## src/rtl/uart_rx.sv

```systemverilog
// UART receiver: 2-flop synchronised rx, mid-bit sampling, one-cycle valid/error strobes.
// Optional parity check is built when PARITY_CHECK_EN is defined.
module uart_rx #(
  parameter int CLKS_PER_BIT = 16,
  parameter int DATA_BITS    = 8,
  parameter bit PARITY_ODD   = 1'b0
) (
  input  logic                 clk,
  input  logic                 rst,
  input  logic                 enable,
  input  logic                 rx,
  output logic [DATA_BITS-1:0] rx_data,
  output logic                 rx_valid,
  output logic                 frame_err,
  output logic                 parity_err,
  output logic                 busy
);

  localparam int CW = $clog2(CLKS_PER_BIT);
  localparam int BW = $clog2(DATA_BITS + 1);
  localparam logic [CW-1:0] HALF     = CW'(CLKS_PER_BIT / 2 - 1);
  localparam logic [CW-1:0] FULL     = CW'(CLKS_PER_BIT - 1);
  localparam logic [BW-1:0] LAST_BIT = BW'(DATA_BITS - 1);

`ifdef PARITY_CHECK_EN
  typedef enum logic [2:0] {IDLE, START, DATA, PARITY, STOP, WAIT_IDLE} state_t;
`else
  typedef enum logic [2:0] {IDLE, START, DATA, STOP, WAIT_IDLE} state_t;
`endif

  state_t               state;
  logic                 rx_m;
  logic                 rx_s;
  logic [CW-1:0]        cnt;
  logic [BW-1:0]        bit_idx;
  logic [DATA_BITS-1:0] shift;
`ifdef PARITY_CHECK_EN
  logic                 par_bad;
`else
  assign parity_err = 1'b0;
`endif

  // Strobes are registered; busy simply reflects a non-idle state register.
  assign busy = (state != IDLE);

  always_ff @(posedge clk) begin
    if (rst) begin
      rx_m      <= 1'b1;
      rx_s      <= 1'b1;
      state     <= IDLE;
      cnt       <= '0;
      bit_idx   <= '0;
      shift     <= '0;
      rx_data   <= '0;
      rx_valid  <= 1'b0;
      frame_err <= 1'b0;
`ifdef PARITY_CHECK_EN
      par_bad    <= 1'b0;
      parity_err <= 1'b0;
`endif
    end else begin
      rx_m      <= rx;
      rx_s      <= rx_m;
      rx_valid  <= 1'b0;
      frame_err <= 1'b0;
`ifdef PARITY_CHECK_EN
      parity_err <= 1'b0;
`endif
      if (!enable) begin
        state   <= IDLE;
        cnt     <= '0;
        bit_idx <= '0;
      end else begin
        case (state)
          IDLE: begin
            cnt <= '0;
            if (!rx_s) state <= START;
          end
          START: begin
            // A high line at mid start bit is treated as a glitch.
            if (cnt == HALF) begin
              cnt <= '0;
              if (!rx_s) begin
                state   <= DATA;
                bit_idx <= '0;
              end else begin
                state <= IDLE;
              end
            end else begin
              cnt <= cnt + CW'(1);
            end
          end
          DATA: begin
            if (cnt == FULL) begin
              cnt     <= '0;
              shift   <= {rx_s, shift[DATA_BITS-1:1]};
              bit_idx <= bit_idx + BW'(1);
              if (bit_idx == LAST_BIT) begin
`ifdef PARITY_CHECK_EN
                state <= PARITY;
`else
                state <= STOP;
`endif
              end
            end else begin
              cnt <= cnt + CW'(1);
            end
          end
`ifdef PARITY_CHECK_EN
          PARITY: begin
            if (cnt == FULL) begin
              cnt     <= '0;
              par_bad <= (rx_s != ((^shift) ^ PARITY_ODD));
              state   <= STOP;
            end else begin
              cnt <= cnt + CW'(1);
            end
          end
`endif
          STOP: begin
            if (cnt == FULL) begin
              cnt <= '0;
              if (rx_s) begin
                rx_data  <= shift;
                rx_valid <= 1'b1;
`ifdef PARITY_CHECK_EN
                parity_err <= par_bad;
`endif
                state <= IDLE;
              end else begin
                frame_err <= 1'b1;
                state     <= WAIT_IDLE;
              end
            end else begin
              cnt <= cnt + CW'(1);
            end
          end
          WAIT_IDLE: begin
            // Hold off until the line recovers so a break yields a single error.
            cnt <= '0;
            if (rx_s) state <= IDLE;
          end
          default: state <= IDLE;
        endcase
      end
    end
  end

endmodule

```

## config.mk

```make
export PLATFORM = sky130hd
export DESIGN_NAME = uart_rx
export DESIGN_NICKNAME = d
export VERILOG_FILES = /design/src/rtl/uart_rx.sv
export SDC_FILE = /design/constraint.sdc
export NUM_CORES = 1
export LEC_CHECK = 0
export BUFFER_PORTS_ARGS = -buffer_cell sky130_fd_sc_hd__buf_4
export CAP_MARGIN = 15
export CORE_UTILIZATION = 50
export DETAILED_ROUTE_END_ITERATION = 10
export PLACE_DENSITY = 0.78
export SYNTH_ARGS = -nofsm -noshare
export SYNTH_HDL_FRONTEND = slang
export SYNTH_SLANG_ARGS = --single-unit
```

## constraint.sdc

```tcl
create_clock -name clk -period 1.7 [get_ports clk]
set_clock_uncertainty 0.15 [all_clocks]
set_input_delay 0.255 -clock clk [delete_from_list [all_inputs] [get_ports clk]]
set_output_delay 0.255 -clock clk [all_outputs]
set_load 0.02 [all_outputs]
```

==> impl_results.md, run 1 <==
- Status: complete, but fails checks
- Failing checks: negative setup slack
- Power Dens Cells: 777 mW/mm²
- Worst Hold End: rx_valid
- Final hold viol count: 0
- Area of the die: 0.00292 mm²
- Kind of critical path: flip-flop to flip-flop
- RSZ-0062 raised after global routing: yes
- Total grt overflow: 0
- RD Place Congestion: ~0.91
- Final #Nets: 186
- Top FF cell, synth: dfxtp_1
- Final period utilization: 103%
- First-pass GRT wire length: around 4900 µm
- CTS H-tree depth: 2
- Clock root cell: clkbuf_4
- Post-place setup slack: -0.0805 ns
- Total number of yosys warnings: 0
- Fmax: ~570 MHz
- Leak: 0.852 nW
- Final WL: 3040 µm
- Largest net degree at the start of global routing: 22
- Vias in the first global route: 1146
- Top cells by area, synth: dfxtp_1 46%, mux2i_1 13%, nor2_1 6.1%
- Hold Path Depth: 2
- Post-Syn Nets: 151
- Reg-to-Reg Start: bit_idx[0]
- DR DRC count: 0
- Initial antenna violation count: 0
- Register area share after synthesis: a little under half
- Fin worst setup slack: -0.0539 ns
- Number of synthesized flops with an enable pin: 0
- Clk Latency, worst-skew pair: 0.34 ns
- Core ar.: approximately 0.0025 mm²
- Req. time, crit path: 1.76 ns
- Reg2reg path depth: 4
- CTS buffer count: 5
- Startpoint type of the worst setup path: flip-flop
- Post-DRT Antenna Nets: 0
- Layout cells sized above 1: 32.0%
- Synthesized cell area: 0.00135 mm²
- GRT Util Overall: 24.0%
- Fin. max-slew vios: 0
- Power Total: roughly 1.4 mW
- TritonCTS clock tree: done
- Synth cell count leaders: 31 x dfxtp_1, 22 x nor2_1, 17 x mux2i_1
- Synth cell types: 39
- Final setup viols: 1
- Via density: 5.50
- Layout area overhead: 30.6%
- Ys async rst share: 0%
- Worst EP arrival: 1.81 ns
- WL/cell: 14.4 µm
- Mapped Cells: between 100 and 150
- Post-DP HPWL: between 2000 and 2500 µm
- Max Fanout on Critical Path: 4
- CTS max path bufs: 2
- Hold_sp: rst
- Largest area contributor in the netlist: dfxtp_1
- Worst flop-to-flop path endpoint: state[0]
- Synthesized area per cell: 9.33 µm²
- Vias post-DR: 1160
- CP endpoint kind: flip-flop
- Count leader, synth: dfxtp_1
- Row cnt: 18
- Peak VDD IR: around 0.00082 V
- First-pass DRT Iterations: 6
- Synth Register Bits: 31
- Area share of the largest cell type after synthesis: 45.9%
- Ant diodes: 0
- Max cap viols: 0
- Die Height: 54.0 µm
- Io pins: 16
- Reg-to-reg slack, setup: -0.05 ns
- Initial core utilization: 53.6%
- Die W: 54.0 µm
- Clk slew on worst S/H paths: 0.10 ns
- Worst hold path type: input port to flip-flop
- Buffers added on ports: 14
- DR iter-0 viols: 7
- Sink Count: 31
- Final Critical Period: 1.75 ns
## per-stage QoR
step / util (%) / area, µm² / TNS, ns / hold WS [ns] / std cells
after floorplan: - / 1360 / 0 / 0.202 / 145
after global placement: 63.8 / 1610 / -0.0136 / 0.239 / 201
after detailed placement: 63.8 / 1610 / -0.0819 / 0.243 / 201
after CTS: 68.4 / 1720 / 0 / 0.0703 / 210
after global routing: 70.0 / 1770 / -0.103 / 0.0840 / 211
final: 70.0 / 1770 / -0.0539 / 0.0746 / 211
## timing repair
item | CTS | global route
pin swaps | 1 | 4
endpoints found under the hold margin | 1 | 0
gates resized for setup | 6 | 10
hold buffers | 1 | 0
setup endpoints to repair | 3 | 6
buffers inserted | 0 | 1
## cell type report
| cell class | count | area (µm²) |
|---|---|---|
| Inverter | 3 | 11.3 |
| Tap cell | 30 | 37.5 |
| Clock inverter | 2 | 35.0 |
| Fill cell | 201 | 756 |
| Timing Repair Buffer | 36 | 274 |
| Clock buffer | 6 | 51.3 |
| Multi-Input combinational cell | 103 | 724 |
| Sequential cell | 31 | 633 |
## flip-flops by register name, indices dropped and copies added (netlist names)
| signal | cells |
|---|---|
| rx_data | 8 |
| shift | 8 |
| bit_idx | 4 |
| cnt | 4 |
| state | 3 |
| frame_err | 1 |
| rx_m | 1 |
| rx_s | 1 |
| rx_valid | 1 |
## layer usage
layer,GRT usage [%],part of all wire [%],up-vias
met2,44.2,52,26
met3,7.91,3.5,5
met5,0,0,-
met1,24.4,42,552
li1,-,-,577
met4,10.7,1.5,0
## critical path: stages, from the launching register on
cell,delay (ns)
dfxtp_1,0.40
ha_1,0.23
nand2_1,0.09
o311a_1,0.34
o41ai_1,0.41
## cells by family after synthesis
logic type | synth area share [%]
adder cells (fa/ha/maj) | 1.85
buffers and inverters | 3.70
XOR/XNOR | 1.94
flip-flops | 45.9
AND/OR/NAND/NOR | 23.3
other | 0.277
AO/OA/AOI/OAI | 10.5
multiplexers | 12.6
## power breakdown
group          leakage [nW]  switching [mW]  internal, mW  total, mW
Combinational         0.550          0.0221        0.0152     0.0374
Clock                0.0482           0.260         0.347      0.607
Sequential            0.254         0.00280         0.725      0.728
## how the worst max path moves through the flow
stage,start,end,slack (ns),cells after the start
finish,bit_idx[0],state[0],-0.05,4
global route,bit_idx[0],state[0],-0.09,4
CTS,cnt[0],bit_idx[3],0.001,5
global placement,state[1],bit_idx[3],-0.01,3
floorplan,cnt[1],bit_idx[3],0.004,5
detailed placement,state[1],bit_idx[3],-0.08,3
## placed cells by master (no fill, tap or decap), types with 2 or more instances in the layout
| master | n |
|---|---|
| buf_4 | 33 |
| dfxtp_1 | 25 |
| nor2_1 | 21 |
| mux2i_1 | 17 |
| nand2_1 | 8 |
| a21oi_1 | 5 |
| clkbuf_4 | 5 |
| and2_1 | 4 |
| dfxtp_2 | 4 |
| inv_1 | 3 |
| o211ai_1 | 3 |
| nor2b_1 | 3 |
| o21ai_0 | 3 |
| xor2_1 | 2 |
| o21ai_1 | 2 |
| nand4_1 | 2 |
| nand2b_1 | 2 |
| or3_1 | 2 |
| nand3_1 | 2 |
| or2_1 | 2 |
| dfxtp_4 | 2 |
Power figures use the tool's default switching activity.
==> run 2: changes to the inputs <==
--- a/config.mk
+++ b/config.mk
@@ -5,11 +5,12 @@
 export SDC_FILE = /design/constraint.sdc
 export NUM_CORES = 1
 export LEC_CHECK = 0
+export ABC_AREA = 1
 export BUFFER_PORTS_ARGS = -buffer_cell sky130_fd_sc_hd__buf_4
 export CAP_MARGIN = 15
-export CORE_UTILIZATION = 50
+export CORE_UTILIZATION = 51
 export DETAILED_ROUTE_END_ITERATION = 10
-export PLACE_DENSITY = 0.78
+export PLACE_DENSITY = 0.79
 export SYNTH_ARGS = -nofsm -noshare
 export SYNTH_HDL_FRONTEND = slang
 export SYNTH_SLANG_ARGS = --single-unit
==> run 2 against run 1 <==
The flow now finishes without violations; maximum frequency grew 8.1%; flip-flop and latch count did not move; critical path depth is the same; non-clock buffer count down 6; worst hold slack gained 0.057 ns; combinational power increased to 6.8 times the previous value; die area grew 5.8%; largest power group unchanged; power increased by 18%; sequential share of layout area shrank 1.2 points; core utilization down 4.1 points.
==> impl_results.md, run 2 <==
- Crit path cell chain: inv_1, buf_6, nand2_1, buf_4
- Fmax: 616 MHz
- Die W: 55.6 µm
- Worst path max stage delay: around 0.36 ns
- TritonCTS clock tree: done
- First-pass DRT Iterations: 4
- Buffers & Inverters on Critical Path: 3
- First-pass GRT wire length: 4810 µm
- Startpoint type of the worst setup path: flip-flop
- Die Height: 55.6 µm
- Status: finished, final reports clean
- Count leader, synth: nor2_1
- CP endpoint kind: primary output
- CTS H-tree depth: 2
- Final period utilization: 95.4%
- Top Registers: rx_data (8), shift (8)
- Post-DRT Antenna Nets: 0
- Setup TNS: 0 ns
- Final setup viols: 0
- CP startpoint: state[2]
- Number of synthesized flops with an enable pin: 0
- Delay-heaviest family, CP: buffers and inverters
- Total number of yosys warnings: 0
- Clock root cell: clkbuf_4
- Vias post-DR: between 1000 and 1500
- CTS buffer count: 5
- Final hold viol count: 0
- DR DRC count: 0
- Synth Register Bits: 31
- Register area share after synthesis: 42.4%
- Commonest non-fill, non-tap cell in the layout: nor2_1
- Worst hold path type: input port to flip-flop
- Clk slew on worst S/H paths: 0.10 ns
- Post-Syn Nets: about 200
- Largest area contributor in the netlist: dfxtp_1
- Largest net degree at the start of global routing: 17
- Most used routing layer: met2
- Most frequent cells in the layout: 35 x nor2_1, 29 x inv_1, 28 x dfxtp_1, 27 x buf_4, 24 x nand2_1
- Area share of the largest cell type after synthesis: 42.4%
- Post-DP HPWL: 1900 µm
- Hold_sp: enable
- Io pins: 16
- Power Dens Cells: ~900 mW/mm²
- Max Fanout on Critical Path: 9
- Via density: 5.06
- Power Total: 1.62 mW
- Final Critical Period: 1.62 ns
- Layout cells sized above 1: 23.9%
- Max cap viols: 0
- Core ar.: 0.00273 mm²
- Routing usage on met1: 25.9%
- Layout area overhead: 23.3%
- Slowest cell on the critical path: dfxtp_2
- Vias in the first global route: 1146
- Worst EP arrival: between 1 and 1.5 ns
- Initial core utilization: 53.5%
- Synth cell types: 29
- Synth cell count leaders: 37 x nor2_1, 31 x dfxtp_1, 29 x inv_1
- Ys async rst share: 0%
- WL/cell: 10.8 µm
- Final #Nets: 235
- Buffers added on ports: 14
- Top cells by area, synth: dfxtp_1 42%, nor2_1 9.5%, inv_1 7.4%
- Clk Latency, worst-skew pair: 0.34 ns
- Synthesized area per cell: roughly 7.4 µm²
- Leak: 0.797 nW
- DR iter-0 viols: 29
- Total grt overflow: 0
- Met3 Use GR: 7.73%
- Initial antenna violation count: 0
- Top FF cell, synth: dfxtp_1
- GRT Util Overall: between 20% and 30%
- Req. time, crit path: 1.29 ns
- Area of the die: ~0.003 mm²
- CTS max path bufs: 2
- RD Place Congestion: 0.892
- Hold WS: 0.132 ns
- Fin. max-slew vios: 0
- Row cnt: 19
- Ant diodes: 0
- Mapped Cells: 198
- Peak VDD IR: 0.000538 V
- Grt met2 use: 30.1%
- Synthesized cell area: 0.00146 mm²
- Sink Count: 31
- Kind of critical path: flip-flop to primary output
- Final WL: 2810 µm
- Reg-to-Reg Start: cnt[1]
==> run 2: cell types whose count changed after synthesis, moves of 3 or more <==
cell / before / now
a21oi_1: 6 / 15
and2_1: 4 / 0
buf_2: 4 / 0
inv_1: 3 / 29
mux2i_1: 17 / 0
nand2_1: 9 / 24
nand3_1: 2 / 11
nor2_1: 22 / 37
nor2b_1: 3 / 0
o21ai_0: 3 / 19
==> run 2: through the flow <==
stage               area, µm²  util (%)  std cells  worst slack (ns)
floorplan                1460         -        198             0.183
global placement         1630      59.6        247            0.0391
detailed placement       1630      59.6        247           -0.0359
CTS                      1770      64.9        260            0.0250
global route             1800      65.9        261          -0.00221
finish                   1800      65.9        261            0.0778
==> run 2: area by class of cell <==
| cell class | instances | area [µm²] |
|---|---|---|
| Clock buffer | 6 | 51.3 |
| Clock inverter | 2 | 35.0 |
| Fill cell | 224 | 931 |
| Inverter | 30 | 113 |
| Multi-Input combinational cell | 131 | 707 |
| Sequential cell | 31 | 624 |
| Tap cell | 31 | 38.8 |
| Timing Repair Buffer | 30 | 234 |
==> run 2: report_power, final <==
part	internal (mW)	switching, mW	leakage [nW]
combinational	0.101	0.152	0.497
sequential	0.739	0.0120	0.252
clock	0.347	0.264	0.0482
==> run 2: worst reg2reg max path, cell delays in order (launching register included) <==
cell,delay (ns)
dfxtp_2,0.36
ha_4,0.17
nand3_4,0.08
buf_4,0.15
buf_4,0.12
nor2_1,0.03
nor2_1,0.15
a21oi_1,0.11
nor3_1,0.19
==> run 2: final timing paths <==
path / cells after the start / slack (ns) / endpoint
min: 3 / 0.13 / rx_valid
max: 4 / 0.08 / busy
max reg2reg: 8 / 0.10 / cnt[3]
min reg2reg: 1 / 0.28 / rx_s
==> run 2: per-layer routing <==
| layer | routed length (µm) | vias up | part of all wire [%] |
|---|---|---|---|
| met1 | 1280 | 596 | 46 |
| met5 | 0 | - | 0 |
| li1 | - | 693 | - |
| met3 | 129 | 6 | 4.6 |
| met4 | 57 | 0 | 2.0 |
| met2 | 1340 | 26 | 48 |
==> run 2: repair_timing <==
| item | in CTS | in global routing |
|---|---|---|
| buffers inserted | 2 | 2 |
| gates resized for setup | 3 | 7 |
| hold endpoints to repair | 3 | 0 |
| hold buffers | 3 | 0 |
| endpoints found under the setup margin | 16 | 25 |
| pin swaps | 1 | 2 |
==> run 2: cells by family (layout without fill, tap and decap cells) <==
| logic type | count (synthesis) | in the layout | share of synthesized area (%) |
|---|---|---|---|
| AOI/OAI and AO/OA | 38 | 38 | 13.5 |
| xor gates and xnor gates | 2 | 2 | 1.20 |
| adders and majority gates | 2 | 2 | 1.71 |
| buffers and inverters | 36 | 68 | 11.2 |
| DFF | 31 | 31 | 42.4 |
| other | 1 | 1 | 0.256 |
| and+or+nand+nor | 88 | 88 | 29.7 |
==> run 3: changes to the inputs <==
--- a/config.mk
+++ b/config.mk
@@ -8,9 +8,11 @@
 export ABC_AREA = 1
 export BUFFER_PORTS_ARGS = -buffer_cell sky130_fd_sc_hd__buf_4
 export CAP_MARGIN = 15
-export CORE_UTILIZATION = 51
+export CORE_UTILIZATION = 54
+export CTS_BUF_LIST = sky130_fd_sc_hd__clkbuf_8
 export DETAILED_ROUTE_END_ITERATION = 10
-export PLACE_DENSITY = 0.79
+export PLACE_DENSITY = 0.82
+export RECOVER_POWER = 25
 export SYNTH_ARGS = -nofsm -noshare
 export SYNTH_HDL_FRONTEND = slang
 export SYNTH_SLANG_ARGS = --single-unit
==> run 3 against run 2 <==
Maximum frequency rose by 2.4%; sequential power rose by 1%; highest routed layer unchanged; setup slack improved by 0.038 ns; via count rose by 2.4%; power fell by 5.5%; clock power fell by 11%.
==> impl_results.md, run 3 (synthesis results as in run 2) <==
- Cell Area, Placed: 0.00160 mm²
- Reg2reg path depth: 6
- Startpoint type of the worst setup path: flip-flop
- Post-route cell area: 0.00169 mm²
- Die Height: 54.0 µm
- Clk slew on worst S/H paths: 0.06 ns
- Status: finished, final reports clean
- Pint: 1.10 mW
- Clock power share: 35.6%
- Top Registers: rx_data (8), shift (8)
- GRT Util Overall: 24.3%
- Switching part of the total: 28.2%
- Die W: roughly 54 µm
- Clk Latency, worst-skew pair: 0.28 ns
- Met1 WL: 1260 µm
- CTS H-tree depth: 2
- Post-place setup slack: -0.00806 ns
- Ant diodes: 0
- Peak VDD IR: 0.000895 V
- Area of the die: a little under 0.003 mm²
- Combinational group share of total power: 14.6%
- CP most frequent cell: nand3_4
- Leak: 0.716 nW
- Kind of critical path: flip-flop to flip-flop
- Post-DP HPWL: ~2100 µm
- TritonCTS clock tree: done
- Sequential share of power: about half
- Worst hold path type: input port to flip-flop
- CP endpoint kind: flip-flop
- Core ar.: ~0.0025 mm²
- First-pass GRT wire length: 4920 µm
- Hold WS: 0.210 ns
- Reg-to-reg slack, setup: 0.12 ns
- Commonest non-fill, non-tap cell in the layout: nor2_1
- Row cnt: 18
- Inst Count DP: 242
- Final hold viol count: 0
- Max Fanout on Critical Path: 12
- Final period utilization: 93.2%
- Reg-to-Reg Start: cnt[0]
- Multi-input gate area: ~710 µm²
- Layout cells sized above 1: 15.3%
- Max cap viols: 0
- Clock root cell: clkbuf_8
- CP startpoint: cnt[0]
- Fin. max-slew vios: 0
- Metal2 WL: 1530 µm
- First-pass DRT Iterations: 4
- Req. time, crit path: 1.76 ns
- Most frequent cells in the layout: 35 x nor2_1, 31 x inv_1, 29 x dfxtp_1, 24 x nand2_1, 18 x o21ai_0
- Flip-flop and latch area: around 620 µm²
- CTS max path bufs: 2
- Delay-heaviest family, CP: simple AND/OR/NAND/NOR gates
- Setup TNS: 0 ns
- Vias in the first global route: 1211
- Initial core utilization: about 58%
- Crit path cell chain: ha_4, nand3_4, nor2_2, nand3_4, buf_4, a21oi_1
- Total grt overflow: 0
- Sink Count: 31
- Final WL: 3020 µm
- Layout area overhead: 15.8%
- Slowest cell on the critical path: dfxtp_1
- Worst path max stage delay: about 0.37 ns
- DR DRC count: 0
- Final #Nets: 227
- WL/cell: 12.0 µm
- DR iter-0 viols: 52
- Fin worst setup slack: 0.116 ns
- Buffers & Inverters on Critical Path: 1
- Initial antenna violation count: 0
- Switch Pwr: 431 µW
- Post-CTS setup buffers: 0
- Post-DRT Antenna Nets: 0
- Power Dens Cells: between 900 and 1000 mW/mm²
- Vias post-DR: between 1000 and 1500
- Fmax: 631 MHz
- Final Critical Period: between 1.5 and 2 ns
- Non-filler instance count after layout: roughly 250
- CTS buffer count: 5
- Largest net degree at the start of global routing: 17
- Setup crit end: rx_data[3]
- RD Place Congestion: 0.886
- Hold Path Depth: 3
- Final setup viols: 0
- Io pins: 16
- Met3 WL: 186 µm
- Fillers: approximately 230
- Highest routed layer: met4
- Worst EP arrival: approximately 1.7 ns
- Worst flop-to-flop path endpoint: rx_data[3]
- Critical Path Stages: 6
- Buffers added on ports: 14
- Via density: 5.37
==> run 3: worst register-to-register path: cells and delay by family (launching register included) <==
family                   cells  cell delay [ns]
AND/OR/NAND/NOR              3             0.48
flip-flops                   1             0.37
adder cells (fa/ha/maj)      1             0.19
buffers and inverters        1             0.18
AO/OA/AOI/OAI                1             0.14
==> run 3: how the worst min path moves through the flow <==
| stage | startpoint | endpoint | slack (ns) |
|---|---|---|---|
| floorplan | rst | rx_valid | 0.18 |
| global placement | rx_m | rx_s | 0.25 |
| detailed placement | rx_m | rx_s | 0.25 |
| CTS | enable | rx_data[0] | 0.25 |
| global route | enable | rx_data[0] | 0.23 |
| finish | enable | rx_data[0] | 0.21 |
==> run 3: power groups by stage <==
stage | Clock (mW) | Combinational (mW) | Sequential [mW]
after global routing | 0.587 | 0.250 | 0.761
after CTS | 0.561 | 0.217 | 0.758
after floorplan | 0 | 0.180 | 0.761
after detailed placement | 0 | 0.212 | 0.774
final | 0.544 | 0.222 | 0.760
after global placement | 0 | 0.204 | 0.773
==> run 3: metal layers <==
layer / vias to the layer above / global-route usage, %
met1: 623 / 27.3
li1: 675 / -
met4: 0 / 11.1
met2: 47 / 40.7
met3: 8 / 8.76
met5: - / 0
==> run 3: stage by stage <==
| stage | total power [mW] | util [%] |
|---|---|---|
| CTS | 1.54 | 67.6 |
| detailed placement | 0.986 | 63.4 |
| finish | 1.53 | 67.2 |
| floorplan | 0.941 | - |
| global route | 1.60 | 67.2 |
| global placement | 0.976 | 63.4 |
==> run 3: area by class of cell <==
cell class                 instances  share of cell area [%]
clock buffer                       5                    4.06
clock inverter                     3                   0.739
inverter                          30                    6.65
multi-input combinational        131                    41.7
sequential                        31                    36.8
tap                               30                    2.22
timing repair buffer              22                    7.83
==> run 3: repair_timing <==
action | in CTS | in global routing
hold buffers | 2 | 0
resized for setup | 2 | 7
hold endpoints to repair | 2 | 0
pin swaps | 0 | 1
endpoints found under the setup margin | 5 | 18
